[src/rtl/msrv32_pc_pipe_reg_if.sv]
`default_nettype none
// ============================================================================
//  Module      : msrv32_pc_pipe_reg_if
//  Description : Handshake and data bundle for the PC pipeline register.
//                The upstream producer side (pc_mux_in, pc_valid_in,
//                pc_ready_out) and the downstream side (pc_out,
//                pc_valid_out, pc_ready_in) are grouped with the global
//                stall/flush controls and the occupancy count.
//                  slave  : view of the pipeline register itself
//                  master : view of the environment driving it
//  Revision    : 1.0 - initial release
// ============================================================================
interface msrv32_pc_pipe_reg_if #(
  parameter int DATA_W = 32,
  parameter int DEPTH  = 2
);
  localparam int CNT_W = $clog2(DEPTH + 1);

  logic [DATA_W-1:0] pc_mux_in;     // upstream PC beat
  logic              pc_valid_in;   // upstream beat valid
  logic              pc_ready_out;  // stage 0 accepts this cycle
  logic              pc_ready_in;   // downstream accepts output beat
  logic              stall_in;      // global hold request
  logic              flush_in;      // pipeline kill request
  logic [DATA_W-1:0] pc_out;        // last-stage data
  logic              pc_valid_out;  // last-stage valid
  logic [CNT_W-1:0]  pc_count_out;  // number of valid stages

  modport slave (
    input  pc_mux_in, pc_valid_in, pc_ready_in, stall_in, flush_in,
    output pc_ready_out, pc_out, pc_valid_out, pc_count_out
  );

  modport master (
    output pc_mux_in, pc_valid_in, pc_ready_in, stall_in, flush_in,
    input  pc_ready_out, pc_out, pc_valid_out, pc_count_out
  );
endinterface
`default_nettype wire

[src/rtl/msrv32_pc_pipe_reg.sv]
`default_nettype none
// ============================================================================
//  Module      : msrv32_pc_pipe_reg
//  Description : DEPTH-stage valid/ready PC pipeline register with bubble
//                collapse, global stall and flush, and a registered count
//                of occupied stages.
//  Ports       : ms_riscv32_mp_clk_in   - clock, rising edge
//                ms_riscv32_mp_rst_n_in - asynchronous active-low reset
//                pc_if (slave)          - PC beat in/out handshake,
//                                         stall/flush, occupancy count
//  Revision    : 1.0 - initial release
// ============================================================================
module msrv32_pc_pipe_reg #(
  parameter int                DATA_W       = 32,
  parameter int                DEPTH        = 2,
  parameter logic [DATA_W-1:0] RESET_VECTOR = '0
) (
  input  wire logic              ms_riscv32_mp_clk_in,
  input  wire logic              ms_riscv32_mp_rst_n_in,
  msrv32_pc_pipe_reg_if.slave    pc_if
);

  localparam int CNT_W = $clog2(DEPTH + 1);

  logic [DEPTH-1:0][DATA_W-1:0] r_data;
  logic [DEPTH-1:0]             r_vld;
  logic [CNT_W-1:0]             r_cnt;

  logic                         w_rdy_eff;
  logic                         w_accept;
  logic [DEPTH-1:0]             w_adv;
  logic [DEPTH-1:0][DATA_W-1:0] w_din;
  logic [DEPTH-1:0]             w_vin;
  logic [DEPTH-1:0]             w_load;
  logic [DEPTH-1:0]             w_vld_nxt;
  logic [CNT_W-1:0]             w_cnt_nxt;

  assign w_rdy_eff = pc_if.pc_ready_in & ~pc_if.stall_in;

  // A stage advances unless it and every stage after it are valid and the
  // consumer is blocked. Evaluated as a suffix-AND from the output end so
  // there is no combinational chain on w_adv itself.
  always_comb begin
    logic w_full;
    w_full = 1'b1;
    w_adv  = '0;
    for (int i = DEPTH - 1; i >= 0; i--) begin
      w_full   = w_full & r_vld[i];
      w_adv[i] = w_rdy_eff | ~w_full;
    end
  end

  assign pc_if.pc_ready_out = w_adv[0] & ~pc_if.stall_in & ~pc_if.flush_in;
  assign w_accept           = pc_if.pc_valid_in & pc_if.pc_ready_out;

  // Per-stage incoming data/valid: stage 0 from upstream, others from the
  // preceding stage.
  always_comb begin
    w_din    = '0;
    w_vin    = '0;
    w_din[0] = pc_if.pc_mux_in;
    w_vin[0] = w_accept;
    for (int i = 1; i < DEPTH; i++) begin
      w_din[i] = r_data[i-1];
      w_vin[i] = r_vld[i-1];
    end
  end

  // Data is written only when a valid beat actually lands; bubbles move
  // the valid bit alone. Flush clears valids and leaves data untouched.
  always_comb begin
    w_load    = '0;
    w_vld_nxt = '0;
    w_cnt_nxt = '0;
    for (int i = 0; i < DEPTH; i++) begin
      w_load[i]    = w_adv[i] & w_vin[i] & ~pc_if.flush_in;
      w_vld_nxt[i] = pc_if.flush_in ? 1'b0 : (w_adv[i] ? w_vin[i] : r_vld[i]);
      w_cnt_nxt    = w_cnt_nxt + CNT_W'(w_vld_nxt[i]);
    end
  end

  always_ff @(posedge ms_riscv32_mp_clk_in or negedge ms_riscv32_mp_rst_n_in) begin
    if (!ms_riscv32_mp_rst_n_in) begin
      for (int i = 0; i < DEPTH; i++) begin
        r_data[i] <= RESET_VECTOR;
      end
      r_vld <= '0;
      r_cnt <= '0;
    end else begin
      for (int i = 0; i < DEPTH; i++) begin
        if (w_load[i]) begin
          r_data[i] <= w_din[i];
        end
      end
      r_vld <= w_vld_nxt;
      r_cnt <= w_cnt_nxt;
    end
  end

  assign pc_if.pc_out       = r_data[DEPTH-1];
  assign pc_if.pc_valid_out = r_vld[DEPTH-1];
  assign pc_if.pc_count_out = r_cnt;

endmodule
`default_nettype wire

[src/flat_wrapper.sv]
// flat-port wrapper written by rule: the top's interface ports become plain ports
module msrv32_pc_pipe_reg_flat 
#(
  parameter int                DATA_W       = 32,
  parameter int                DEPTH        = 2,
  parameter logic [DATA_W-1:0] RESET_VECTOR = '0
)
  (ms_riscv32_mp_clk_in, ms_riscv32_mp_rst_n_in, pc_if_pc_mux_in, pc_if_pc_valid_in, pc_if_pc_ready_in, pc_if_stall_in, pc_if_flush_in, pc_if_pc_ready_out, pc_if_pc_out, pc_if_pc_valid_out, pc_if_pc_count_out);
  msrv32_pc_pipe_reg_if #(.DATA_W(DATA_W), .DEPTH(DEPTH)) pc_if_i ();
  input  wire logic ms_riscv32_mp_clk_in;
  input  wire logic ms_riscv32_mp_rst_n_in;
  input wire logic [$bits(pc_if_i.pc_mux_in)-1:0] pc_if_pc_mux_in;
  input wire logic [$bits(pc_if_i.pc_valid_in)-1:0] pc_if_pc_valid_in;
  input wire logic [$bits(pc_if_i.pc_ready_in)-1:0] pc_if_pc_ready_in;
  input wire logic [$bits(pc_if_i.stall_in)-1:0] pc_if_stall_in;
  input wire logic [$bits(pc_if_i.flush_in)-1:0] pc_if_flush_in;
  output wire logic [$bits(pc_if_i.pc_ready_out)-1:0] pc_if_pc_ready_out;
  output wire logic [$bits(pc_if_i.pc_out)-1:0] pc_if_pc_out;
  output wire logic [$bits(pc_if_i.pc_valid_out)-1:0] pc_if_pc_valid_out;
  output wire logic [$bits(pc_if_i.pc_count_out)-1:0] pc_if_pc_count_out;
  assign pc_if_i.pc_mux_in = pc_if_pc_mux_in;
  assign pc_if_i.pc_valid_in = pc_if_pc_valid_in;
  assign pc_if_i.pc_ready_in = pc_if_pc_ready_in;
  assign pc_if_i.stall_in = pc_if_stall_in;
  assign pc_if_i.flush_in = pc_if_flush_in;
  assign pc_if_pc_ready_out = pc_if_i.pc_ready_out;
  assign pc_if_pc_out = pc_if_i.pc_out;
  assign pc_if_pc_valid_out = pc_if_i.pc_valid_out;
  assign pc_if_pc_count_out = pc_if_i.pc_count_out;
  msrv32_pc_pipe_reg #(.DATA_W(DATA_W), .DEPTH(DEPTH), .RESET_VECTOR(RESET_VECTOR)) u_core (.ms_riscv32_mp_clk_in(ms_riscv32_mp_clk_in), .ms_riscv32_mp_rst_n_in(ms_riscv32_mp_rst_n_in), .pc_if(pc_if_i));
endmodule
[config.mk]
export PLATFORM = sky130hd
export DESIGN_NAME = msrv32_pc_pipe_reg_flat
export DESIGN_NICKNAME = d
export VERILOG_FILES = /design/src/rtl/msrv32_pc_pipe_reg_if.sv /design/src/rtl/msrv32_pc_pipe_reg.sv /design/src/flat_wrapper.sv
export SDC_FILE = /design/constraint.sdc
export NUM_CORES = 1
export LEC_CHECK = 0
export BUFFER_PORTS_ARGS = -buffer_cell sky130_fd_sc_hd__buf_4
export CELL_PAD_IN_SITES_DETAIL_PLACEMENT = 0
export CELL_PAD_IN_SITES_GLOBAL_PLACEMENT = 1
export CORE_ASPECT_RATIO = 0.9
export CORE_MARGIN = 3
export CORE_UTILIZATION = 30
export DETAILED_ROUTE_END_ITERATION = 8
export HOLD_SLACK_MARGIN = 0.12
export PLACE_DENSITY = 0.63
export REMOVE_ABC_BUFFERS = 1
export SLEW_MARGIN = 20
export SYNTH_ARGS = -nofsm -noshare
export SYNTH_HDL_FRONTEND = slang
export SYNTH_SLANG_ARGS = --single-unit
[constraint.sdc]
create_clock -name ms_riscv32_mp_clk_in -period 2.2 [get_ports ms_riscv32_mp_clk_in]
set_clock_uncertainty 0.15 [all_clocks]
set_input_delay 0.33 -clock ms_riscv32_mp_clk_in [delete_from_list [all_inputs] [get_ports ms_riscv32_mp_clk_in]]
set_output_delay 0.33 -clock ms_riscv32_mp_clk_in [all_outputs]
set_load 0.05 [all_outputs]
Word-level counts from Yosys, hierarchy flattened. Index checks and enable logic that the tools add are counted.

Word-level logic and storage cells: 24. Bits in registers: 68. Input port bits: 38.

Muxes and demuxes: 4. Add/subtract/negate cells: 1. Bitwise operators: 15.

Operator list (number): bitwise AND 1 bit (9); 2-to-1 mux 1 bit (4); NOT 1 bit (4); adder 1 x 1 -> 2 bit (1); OR 1 bit (2).

Depth between registers and ports, before layout.
Word-level depth: 9. Gate-level depth with buffers: 5. Mapped depth without buffers: 4.

Worst setup path after synthesis. OpenSTA, ideal clock, no wires.

Path kind: reg-to-output. Start point: register u_core.r_vld[1]. End point: output pc_if_pc_ready_out. Cell stages (with the launch flop): 3. Data required time: 1.720 ns. Data arrival time: 1.898 ns. Path buffers: 0. Slack: -0.178 ns. Cells stage by stage: dfrtp_1 > and3b_1 > nor3_1.

Cells in the longest elaborated chain, start to end: 5.

RTL lines: from (decl) (line msrv32_pc_pipe_reg.sv:26) `logic [DEPTH-1:0] r_vld;`; from (signal assigned) (line msrv32_pc_pipe_reg.sv:95) `r_vld <= w_vld_nxt;`; bitwise AND 1 bit (line msrv32_pc_pipe_reg.sv:48) `w_full = w_full & r_vld[i];`; NOT 1 bit (line msrv32_pc_pipe_reg.sv:49) `w_adv[i] = w_rdy_eff | ~w_full;`; OR 1 bit (line msrv32_pc_pipe_reg.sv:49); bitwise AND 1 bit (2 in a row) (line msrv32_pc_pipe_reg.sv:53) `assign pc_if.pc_ready_out = w_adv[0] & ~pc_if.stall_in & ~pc_if.flush_in;`; to (decl) (line flat_wrapper.sv:17) `output wire logic [$bits(pc_if_i.pc_ready_out)-1:0] pc_if_pc_ready_out;`.

Every way passes these cells.

Worst setup path in the final report.
Start point: input pc_if_flush_in. End point: register u_core.r_data[27] in the netlist's numbering.

Cells in the longest elaborated chain, start to end: 5.

RTL lines: from (decl) (line flat_wrapper.sv:16) `input wire logic [$bits(pc_if_i.flush_in)-1:0] pc_if_flush_in;`; NOT 1 bit * (line msrv32_pc_pipe_reg.sv:53, msrv32_pc_pipe_reg.sv:76); bitwise AND 1 bit (line msrv32_pc_pipe_reg.sv:53); bitwise AND 1 bit (line msrv32_pc_pipe_reg.sv:54) `assign w_accept = pc_if.pc_valid_in & pc_if.pc_ready_out;`; bitwise AND 1 bit (line msrv32_pc_pipe_reg.sv:76) `w_load[i] = w_adv[i] & w_vin[i] & ~pc_if.flush_in;`; bitwise AND 1 bit * (line msrv32_pc_pipe_reg.sv:76); to (signal, indexed assignment) (line msrv32_pc_pipe_reg.sv:92) `r_data[i] <= w_din[i];`; to (decl) (line msrv32_pc_pipe_reg.sv:25) `logic [DEPTH-1:0][DATA_W-1:0] r_data;`.

Every way passes the cells marked *; elsewhere a longest branch is shown, timed or not. A chain may end at the register's enable or synchronous reset.

==> out/metrics.yaml <==
initial_core_util: 0.314
synth.distinct_cells: 15
synth-xor-area-share: 0
synth_simple_gate_area_frac: 0.0164
path_max_fanout: 32
slowest_stage: "dlygate4sd3_1"
synth_top_family_by_area: "multiplexers"
syn-cell-area_um2: 2900
antennaDiodeCount: 0
grt_first_pass_wirelength_um: 8540
crit_arrival_ns: 2.07
total_leakage_power_nw: 1.89
chipHeight_um: 99.3
die_w_um: 110
vias_per_cell: 4.16
portBuffers: 73
dpl_cell_area_um2: 3380
final_antenna_net_count: 0
dp_cells: 343
ios: 74
seq_area_um2: 1700
status: "finished clean"
wirelength_um: 5150
ys_seq_area_frac: 0.586
synth_compound_area_frac: 0.00517
grt_pass1_vias: 1707
crit_required_ns: 2.26
placementRows: 33
stdcell_count: 392
clock_path_buffers: 2
drt_iter0_drc: 42
max_stage_delay_ns: 0.54
finish.instance_area_um2: 3900
layout-drive-gt1-share: 0.567
grt_max_degree: 39
max_cap_violations: 0
cts_setup_buffers: 0
syn2layout_area_growth_pct: 34.3
avgSynthCellArea_um2: 15.9
htree_levels: 3
drc_errors: 0
cts_resized: 0
hold_viol_final: 0
clkSinkCount: 68
final_cell_mix: "75 x buf_4, 68 x dfrtp_1, 34 x dlygate4sd3_1, 31 x mux2_2, 30 x mux2_4"
vias: 1629
path_clk_slew_ns: 0.07
critPathLaunchType: "primary input"
setup.worst_path.end_class: "register"
yosys_warnings: 0
slew_headroom: 0.723
ys_ff_latch: 68
synth_fa_ha_area_frac: 0.00431
rsz0062_at_grt: "false"
place.gp.congestion: 0.661
dieArea_um2: 10900
min_path_type: "primary input to register"
powerDensity_nw_per_um2: 1120
finalCriticalPeriod_ns: 2.01
root_buffer: "clkbuf_8"
irDropWorstVdd_mv: 0.486
final_common_cell: "buf_4"
final_util: 0.422
synth.mux.area_fraction: 0.287
antenna_found_initial: 0
wl_per_cell_um: 13.1
fmax_ghz: 0.497
setup_viol: 0
fillers: 874
worst_pin_slew_ns: 0.415
dr.pass1.iters: 3
cts_tree: "built"
core_area_um2: 9250
clkLatencyLatePin_ns: 0.33
crit_chain: "dlygate4sd3_1 -> buf_4 -> or3_2 -> buf_12 -> mux2_4"
track_usage: 0.103
multi_input_area_um2: 921
fin_crit_sh: 0.914
synthCells: 183
grt_overflow: 0
cts_buffers: 9
final_nets: 305
drv_slew: 0
criticalPathCategory: "primary input to register"
dp_hpwl_um: 3350
timing repair:
item / in CTS / in global routing
hold endpoints to repair: 64 / 0
setup endpoints to repair: 0 / 0
hold buffers: 34 / 0
cell usage after synthesis:
master / count / share of area
mux2_2: 31 / 0.12
buf_2: 4 / 0.0069
buf_6: 3 / 0.012
mux2_1: 3 / 0.012
ha_1: 1 / 0.0043
and3b_1: 1 / 0.0030
or3_1: 1 / 0.0022
nor2_1: 1 / 0.0013
nand2b_1: 3 / 0.0065
nand3_1: 1 / 0.0017
mux2_4: 30 / 0.16
a21oi_1: 3 / 0.0052
nor3_1: 1 / 0.0017
buf_4: 32 / 0.083
dfrtp_1: 68 / 0.59
flip-flops by register name, indices dropped and copies added (netlist names):
register and cells:
u_core.pc_if.pc_count_out 2, u_core.r_data 32, u_core.r_vld 2, u_core.pc_if.pc_out 32
kinds of logic (layout without fill, tap and decap cells):
| group | after synthesis | count (layout) |
|---|---|---|
| DFF | 68 | 68 |
| muxes | 64 | 64 |
| buffers and inverters | 39 | 126 |
| and+or+nand+nor | 8 | 8 |
| AOI/OAI and AO/OA | 3 | 3 |
| adders and majority gates | 1 | 1 |
through the flow:
stage	setup slack, ns	TNS [ns]	total power (W)	hold WS, ns
2_1_floorplan	-0.736	-37.49	0.00287	-0.116
3_3_place_gp	0.291	0	0.00339	0.143
3_5_place_dp	0.255	0	0.00341	0.152
4_1_cts	0.221	0	0.00446	0.134
5_1_grt	0.172	0	0.00461	0.150
6_report	0.190	0	0.00438	0.164
worst paths after layout:
| path | start | end | slack, ns | depth (start not counted) |
|---|---|---|---|---|
| min in group asynchronous | ms_riscv32_mp_rst_n_in | u_core.pc_if.pc_out[16] | 0.32 | 2 |
| worst min-delay path | pc_if_pc_valid_in | u_core.r_vld[0] | 0.16 | 3 |
| max in group asynchronous | ms_riscv32_mp_rst_n_in | u_core.pc_if.pc_out[9] | 1.04 | 3 |
| worst max-delay path | pc_if_flush_in | u_core.r_data[27] | 0.19 | 5 |
| worst max register to register | u_core.r_vld[1] | u_core.r_data[27] | 0.24 | 4 |
| worst min register to register | u_core.r_data[31] | u_core.pc_if.pc_out[31] | 0.34 | 1 |
power by group:
group          internal (W)  switching, W
registers           0.00158      0.000170
clock network      0.000518      0.000452
logic              0.000661       0.00100
total               0.00276       0.00162
layout make-up:
class / count / area share
sequential: 68 / 0.436
timing repair buffer: 111 / 0.242
multi-input combinational: 76 / 0.236
tap: 122 / 0.0391
clock buffer: 11 / 0.0337
clock inverter: 4 / 0.0131
worst max-delay path: cells and delay by family:
family	cells	cell delay [ns]
buf+inv	3	0.91
simple gates	1	0.50
mux	1	0.32
layer usage:
| metal | GRT usage | share of wire | vias up | wire (um) |
|---|---|---|---|---|
| met2 | 0.158 | 0.47 | 44 | 2440 |
| li1 | - | - | 765 | - |
| met1 | 0.131 | 0.45 | 811 | 2340 |
| met4 | 0.0431 | 0.016 | 0 | 80 |
| met5 | 0 | 0 | - | 0 |
| met3 | 0.0357 | 0.055 | 9 | 283 |
No activity file was read; power rests on OpenSTA's default activity.
